==> config.mk <==
export PLATFORM = sky130hd
export DESIGN_NAME = pcpu_run_ctrl
export DESIGN_NICKNAME = d
export VERILOG_FILES = /design/src/rtl/pcpu_run_ctrl.sv
export SDC_FILE = /design/constraint.sdc
export NUM_CORES = 1
export LEC_CHECK = 0
export ABC_AREA = 1
export BUFFER_PORTS_ARGS = -buffer_cell sky130_fd_sc_hd__buf_2
export CELL_PAD_IN_SITES_DETAIL_PLACEMENT = 0
export CELL_PAD_IN_SITES_GLOBAL_PLACEMENT = 1
export CORE_MARGIN = 1.5
export CORE_UTILIZATION = 37
export CTS_BUF_LIST = sky130_fd_sc_hd__clkbuf_4 sky130_fd_sc_hd__clkbuf_8
export DETAILED_ROUTE_END_ITERATION = 7
export PLACE_DENSITY_LB_ADDON = 0.1
export SYNTH_ARGS = -nofsm -noshare
export SYNTH_HDL_FRONTEND = slang
export SYNTH_SLANG_ARGS = --single-unit
==> constraint.sdc <==
create_clock -name clk -period 2.8 [get_ports clk]
set_input_delay 0.28 -clock clk [delete_from_list [all_inputs] [get_ports clk]]
set_output_delay 0.28 -clock clk [all_outputs]
set_load 0.005 [all_outputs]
==> src/rtl/pcpu_run_ctrl.sv <==
// Run/debug sequencer for the 5-stage pipelined CPU: enable/start/step/resume/breakpoint -> fetch_en, pipe_en, flush.
// Optional macro PCPU_BP_EN enables PC breakpoints, the DRAIN state and the sticky bp_hit flag.
module pcpu_run_ctrl #(
    parameter int PC_W         = 8,
    parameter int CNT_W        = 16,
    parameter int DRAIN_CYCLES = 4
) (
    input  logic             clk,
    input  logic             reset,
    input  logic             enable,
    input  logic             start,
    input  logic             step,
    input  logic             resume,
    input  logic             halt_wb,
    input  logic [PC_W-1:0]  pc,
    input  logic             bp_valid,
    input  logic [PC_W-1:0]  bp_addr,
    output logic             fetch_en,
    output logic             pipe_en,
    output logic             flush,
    output logic [2:0]       state,
    output logic             halted,
    output logic             bp_hit,
    output logic [CNT_W-1:0] cycle_cnt
);

    typedef enum logic [2:0] {
        IDLE  = 3'd0,
        EXEC  = 3'd1,
        DRAIN = 3'd2,
        PAUSE = 3'd3,
        STEP  = 3'd4,
        HALT  = 3'd5
    } state_t;

    state_t           state_r;
    state_t           next_s;
    logic             fetch_en_r;
    logic             pipe_en_r;
    logic             flush_r;
    logic             halted_r;
    logic             bp_hit_r;
    logic [CNT_W-1:0] cnt_r;
    logic             from_pause_r;
    logic             launch_s;
    logic             resume_s;
    logic             bp_set_s;
    logic             bp_clr_s;
    logic             bp_match_s;
    logic             drain_done_s;

`ifdef PCPU_BP_EN
    localparam int DW = $clog2(DRAIN_CYCLES + 1);
    logic [DW-1:0] drain_cnt_r;

    // A resume lands on the breakpoint PC, so the compare sleeps for that first cycle.
    assign bp_match_s   = bp_valid && (pc == bp_addr) && !from_pause_r;
    assign drain_done_s = (drain_cnt_r == DW'(DRAIN_CYCLES - 1));

    // Drain cycle counter, restarted on every entry into DRAIN
    always_ff @(posedge clk) begin
        if (reset) begin
            drain_cnt_r <= '0;
        end else if (state_r == DRAIN) begin
            drain_cnt_r <= drain_cnt_r + DW'(1);
        end else begin
            drain_cnt_r <= '0;
        end
    end
`else
    logic unused_s;
    assign bp_match_s   = 1'b0;
    assign drain_done_s = 1'b0;
    assign unused_s     = &{1'b0, bp_valid, bp_addr, pc, from_pause_r, drain_done_s, (DRAIN_CYCLES > 0)};
`endif

    // Next-state selection and transition events
    always_comb begin
        next_s   = state_r;
        launch_s = 1'b0;
        resume_s = 1'b0;
        bp_set_s = 1'b0;
        bp_clr_s = 1'b0;
        case (state_r)
            IDLE: begin
                if (enable && start) begin
                    next_s   = EXEC;
                    launch_s = 1'b1;
                end else begin
                    next_s = IDLE;
                end
            end
            EXEC: begin
                if (halt_wb) begin
                    next_s = HALT;
                end else if (!enable) begin
                    next_s = PAUSE;
                end else if (bp_match_s) begin
                    next_s   = DRAIN;
                    bp_set_s = 1'b1;
                end else begin
                    next_s = EXEC;
                end
            end
`ifdef PCPU_BP_EN
            DRAIN: begin
                if (halt_wb) begin
                    next_s = HALT;
                end else if (!enable || drain_done_s) begin
                    next_s = PAUSE;
                end else begin
                    next_s = DRAIN;
                end
            end
`endif
            PAUSE: begin
                if (enable && resume) begin
                    next_s   = EXEC;
                    resume_s = 1'b1;
                    bp_clr_s = 1'b1;
                end else if (enable && step) begin
                    next_s = STEP;
                end else begin
                    next_s = PAUSE;
                end
            end
            STEP: begin
                if (halt_wb) begin
                    next_s = HALT;
                end else begin
                    next_s = PAUSE;
                end
            end
            HALT: begin
                if (enable && start) begin
                    next_s   = EXEC;
                    launch_s = 1'b1;
                    bp_clr_s = 1'b1;
                end else begin
                    next_s = HALT;
                end
            end
            default: begin
                next_s = IDLE;
            end
        endcase
    end

    // State register with outputs decoded from the next state so they align with it
    always_ff @(posedge clk) begin
        if (reset) begin
            state_r      <= IDLE;
            fetch_en_r   <= 1'b0;
            pipe_en_r    <= 1'b0;
            flush_r      <= 1'b0;
            halted_r     <= 1'b0;
            bp_hit_r     <= 1'b0;
            cnt_r        <= '0;
            from_pause_r <= 1'b0;
        end else begin
            state_r      <= next_s;
            fetch_en_r   <= (next_s == EXEC) || (next_s == STEP);
            pipe_en_r    <= (next_s == EXEC) || (next_s == STEP) || (next_s == DRAIN);
            flush_r      <= launch_s;
            halted_r     <= (next_s == HALT);
            from_pause_r <= resume_s;
            if (bp_clr_s) begin
                bp_hit_r <= 1'b0;
            end else if (bp_set_s) begin
                bp_hit_r <= 1'b1;
            end else begin
                bp_hit_r <= bp_hit_r;
            end
            if (launch_s) begin
                cnt_r <= '0;
            end else if (pipe_en_r && (cnt_r != {CNT_W{1'b1}})) begin
                cnt_r <= cnt_r + CNT_W'(1);
            end else begin
                cnt_r <= cnt_r;
            end
        end
    end

    assign state     = state_r;
    assign fetch_en  = fetch_en_r;
    assign pipe_en   = pipe_en_r;
    assign flush     = flush_r;
    assign halted    = halted_r;
    assign bp_hit    = bp_hit_r;
    assign cycle_cnt = cnt_r;

endmodule

==> results.toml <==
[run_status]
status = "complete, no violations"

[place]
placed_area_sq_um = 1470
place_congestion = 0.776
numPortBuffers = 29
dp_slack_ns = 1.00
hpwl_mm = 2.22
placedCellCount = 269

[clock_network]
cts_tree = "done"
clock_path_buffers = 2
post_cts_buffers = 0
cts_buffers = 3
clk-insertion-delay-late_ns = 0.31
ctsHtreeMaxLevel = 1
clk_pin_slew_ns = 0.14
hold_buffers = 0
cts_sinks = 23
cts_resized = 0
root_buffer = "clkbuf_4"

[synth]
async_flop_share = 0
synth_nets = 222
syn-cell-area_sq_um = 1290
seq_area_frac_synth = 0.356
avgSynthCellArea_sq_um = 6.56
ys.warnings.count = 0
synth_edf_count = 0
synth_cell_types = 28
synth_seq_cells = 23
syn_inst = 197
ys.flop_type = "dfxtp_1"

[global_routing]
grt_max_degree = 15
antenna_found_initial = 0
first_global_vias = 1125
grt_pass1_wl_mm = 4.85
grt_overflow = 0
grt.total_usage = 0.153

[detailed_routing]
via_count = 1241
firstDrtPassIters = 4
drt_iter0_drc = 46
drtAntennaViolNets = 0
wl_mm = 2.91
routed_via_density = 4.55
met2_length_mm = 1.36
wl_met1_mm = 1.43
routedWlPerCell_um = 10.6
drc = 0
top_layer_used = "met4"
wl_met3_um = 93

[sta]
period_share = 0.644
fin_ws_ns = 0.996
worst_pin_slew_ns = 0.632
tns_ns = 0
hold_viol = 0
maxSlewHeadroom = 0.578
skew_ns = 0.00517
rsz0062_at_grt = "no"
setup_violations = 0
holdWs_ns = 0.147
max_freq_mhz = 554
period_needed_ns = 1.80
slew_violations = 0

[power]
power_density_nw_per_um2 = 399
peakVddDrop_uv = 234
p_total_uw = 595
p_leak_nw = 0.740

[cells_and_area]
fin_cells = 273
fin_util = 0.447
nFillCells = 368
num_antenna_cells = 0
stdcell_area_sq_um = 1490
drive_above_1_share = 0.198
area_growth_pct = 15.5
nets = 253

[die]
start_util = 0.387
num_rows = 21
die_y_um = 62.1
fp.dieW_um = 62.1
fp.coreArea_sq_um = 3340
dieArea_sq_um = 3860
pin_count = 48

[critical_path]
crit_fanout = 14
start_kind = "register"
rr_worst_depth = 10
rrSetupSlack_ns = 1.0
end_kind = "register"
critical_path_class = "reg -> reg"
worst_ep_required_time_ns = 3.07
r2r_end = "cycle_cnt[10]"
rr_startpoint = "cycle_cnt[0]"
crit_arrival_ns = 2.07

[run]
cap_violations = 0

[min_path]
worstHoldPathCells = 2
hold_start = "reset"
min_path_type = "in -> reg"
hold-path-endpoint = "state[2]"
==> metal layers <==
| layer | up-vias | global-route usage |
|---|---|---|
| met5 | - | 0 |
| met4 | 0 | 0.0333 |
| met3 | 2 | 0.0290 |
| met2 | 19 | 0.270 |
| met1 | 551 | 0.195 |
| li1 | 669 | - |
==> power by group <==
part           switching, mW  internal [mW]  total, mW
Combinational         0.0576         0.0287     0.0864
Clock                  0.108         0.0534      0.161
Sequential           0.00951          0.338      0.347
==> final cells by class <==
type / instances / area (sq um) / area share
multi-input combinational: 147 / 712 / 0.477
sequential: 23 / 460 / 0.308
timing repair buffer: 29 / 145 / 0.0972
inverter: 24 / 90.1 / 0.0604
tap: 46 / 57.6 / 0.0386
clock buffer: 3 / 22.5 / 0.0151
clock inverter: 1 / 5.00 / 0.00335
==> sequential cells by signal, summed over array words and instances, names as in the netlist <==
register	cells
cycle_cnt	16
flush	1
pipe_en	1
fetch_en	1
state	3
halted	1
==> synthesized netlist by cell type (2+ instances only) <==
| library cell | instances | area share |
|---|---|---|
| a21oi_1 | 10 | 0.039 |
| nor2_4 | 2 | 0.017 |
| o21ai_0 | 4 | 0.015 |
| xor2_1 | 3 | 0.020 |
| nand2_2 | 2 | 0.0097 |
| nor2_1 | 32 | 0.093 |
| nand4_1 | 2 | 0.0097 |
| dfxtp_1 | 23 | 0.36 |
| buf_6 | 2 | 0.017 |
| and2_1 | 2 | 0.0097 |
| xnor2_1 | 4 | 0.027 |
| or2_2 | 2 | 0.0097 |
| inv_1 | 24 | 0.070 |
| nand2_1 | 60 | 0.17 |
| nand3_1 | 12 | 0.046 |
==> how the worst max path moves through the flow <==
stage | cells after the start | endpoint | start | slack (ns)
after floorplan | 9 | cycle_cnt[13] | cycle_cnt[0] | 1.34
after global placement | 9 | cycle_cnt[10] | cycle_cnt[0] | 1.01
after detailed placement | 10 | cycle_cnt[10] | cycle_cnt[0] | 1.00
after CTS | 10 | cycle_cnt[10] | cycle_cnt[0] | 0.97
after global routing | 10 | cycle_cnt[10] | cycle_cnt[0] | 0.82
final | 10 | cycle_cnt[10] | cycle_cnt[0] | 1.0
==> cell usage in the layout (no fill, tap or decap), types with 2 or more instances in the layout <==
master	n
o21ai_0	4
and2_1	2
nand2_1	60
xor2_1	3
nand3_1	12
buf_2	29
nor2_1	32
nand4_1	2
clkbuf_4	3
nor2_4	2
dfxtp_1	23
a21oi_1	10
or2_2	2
xnor2_1	4
nand2_2	2
inv_1	24
==> worst max-delay path: stages, from the launching register on <==
cell     delay [ns]
dfxtp_1        0.37
ha_1           0.24
nand2_2        0.10
nor2_4         0.05
nand2_4        0.09
nor2_1         0.06
nor2_2         0.49
nand2_1        0.15
nand2_1        0.10
nand2_1        0.05
nor2_1         0.08
==> kinds of logic (layout without fill, tap and decap cells) <==
logic type	after synthesis	count (layout)	synth area share
XOR/XNOR	7	7	0.0474
AND/OR/NAND/NOR	120	120	0.406
AO/OA/AOI/OAI	18	18	0.0852
flip-flops	23	23	0.356
other	1	1	0.00290
buffers and inverters	27	57	0.0929
adder cells (fa/ha/maj)	1	1	0.00968
Note: power is estimated with default switching activity, not from simulation.
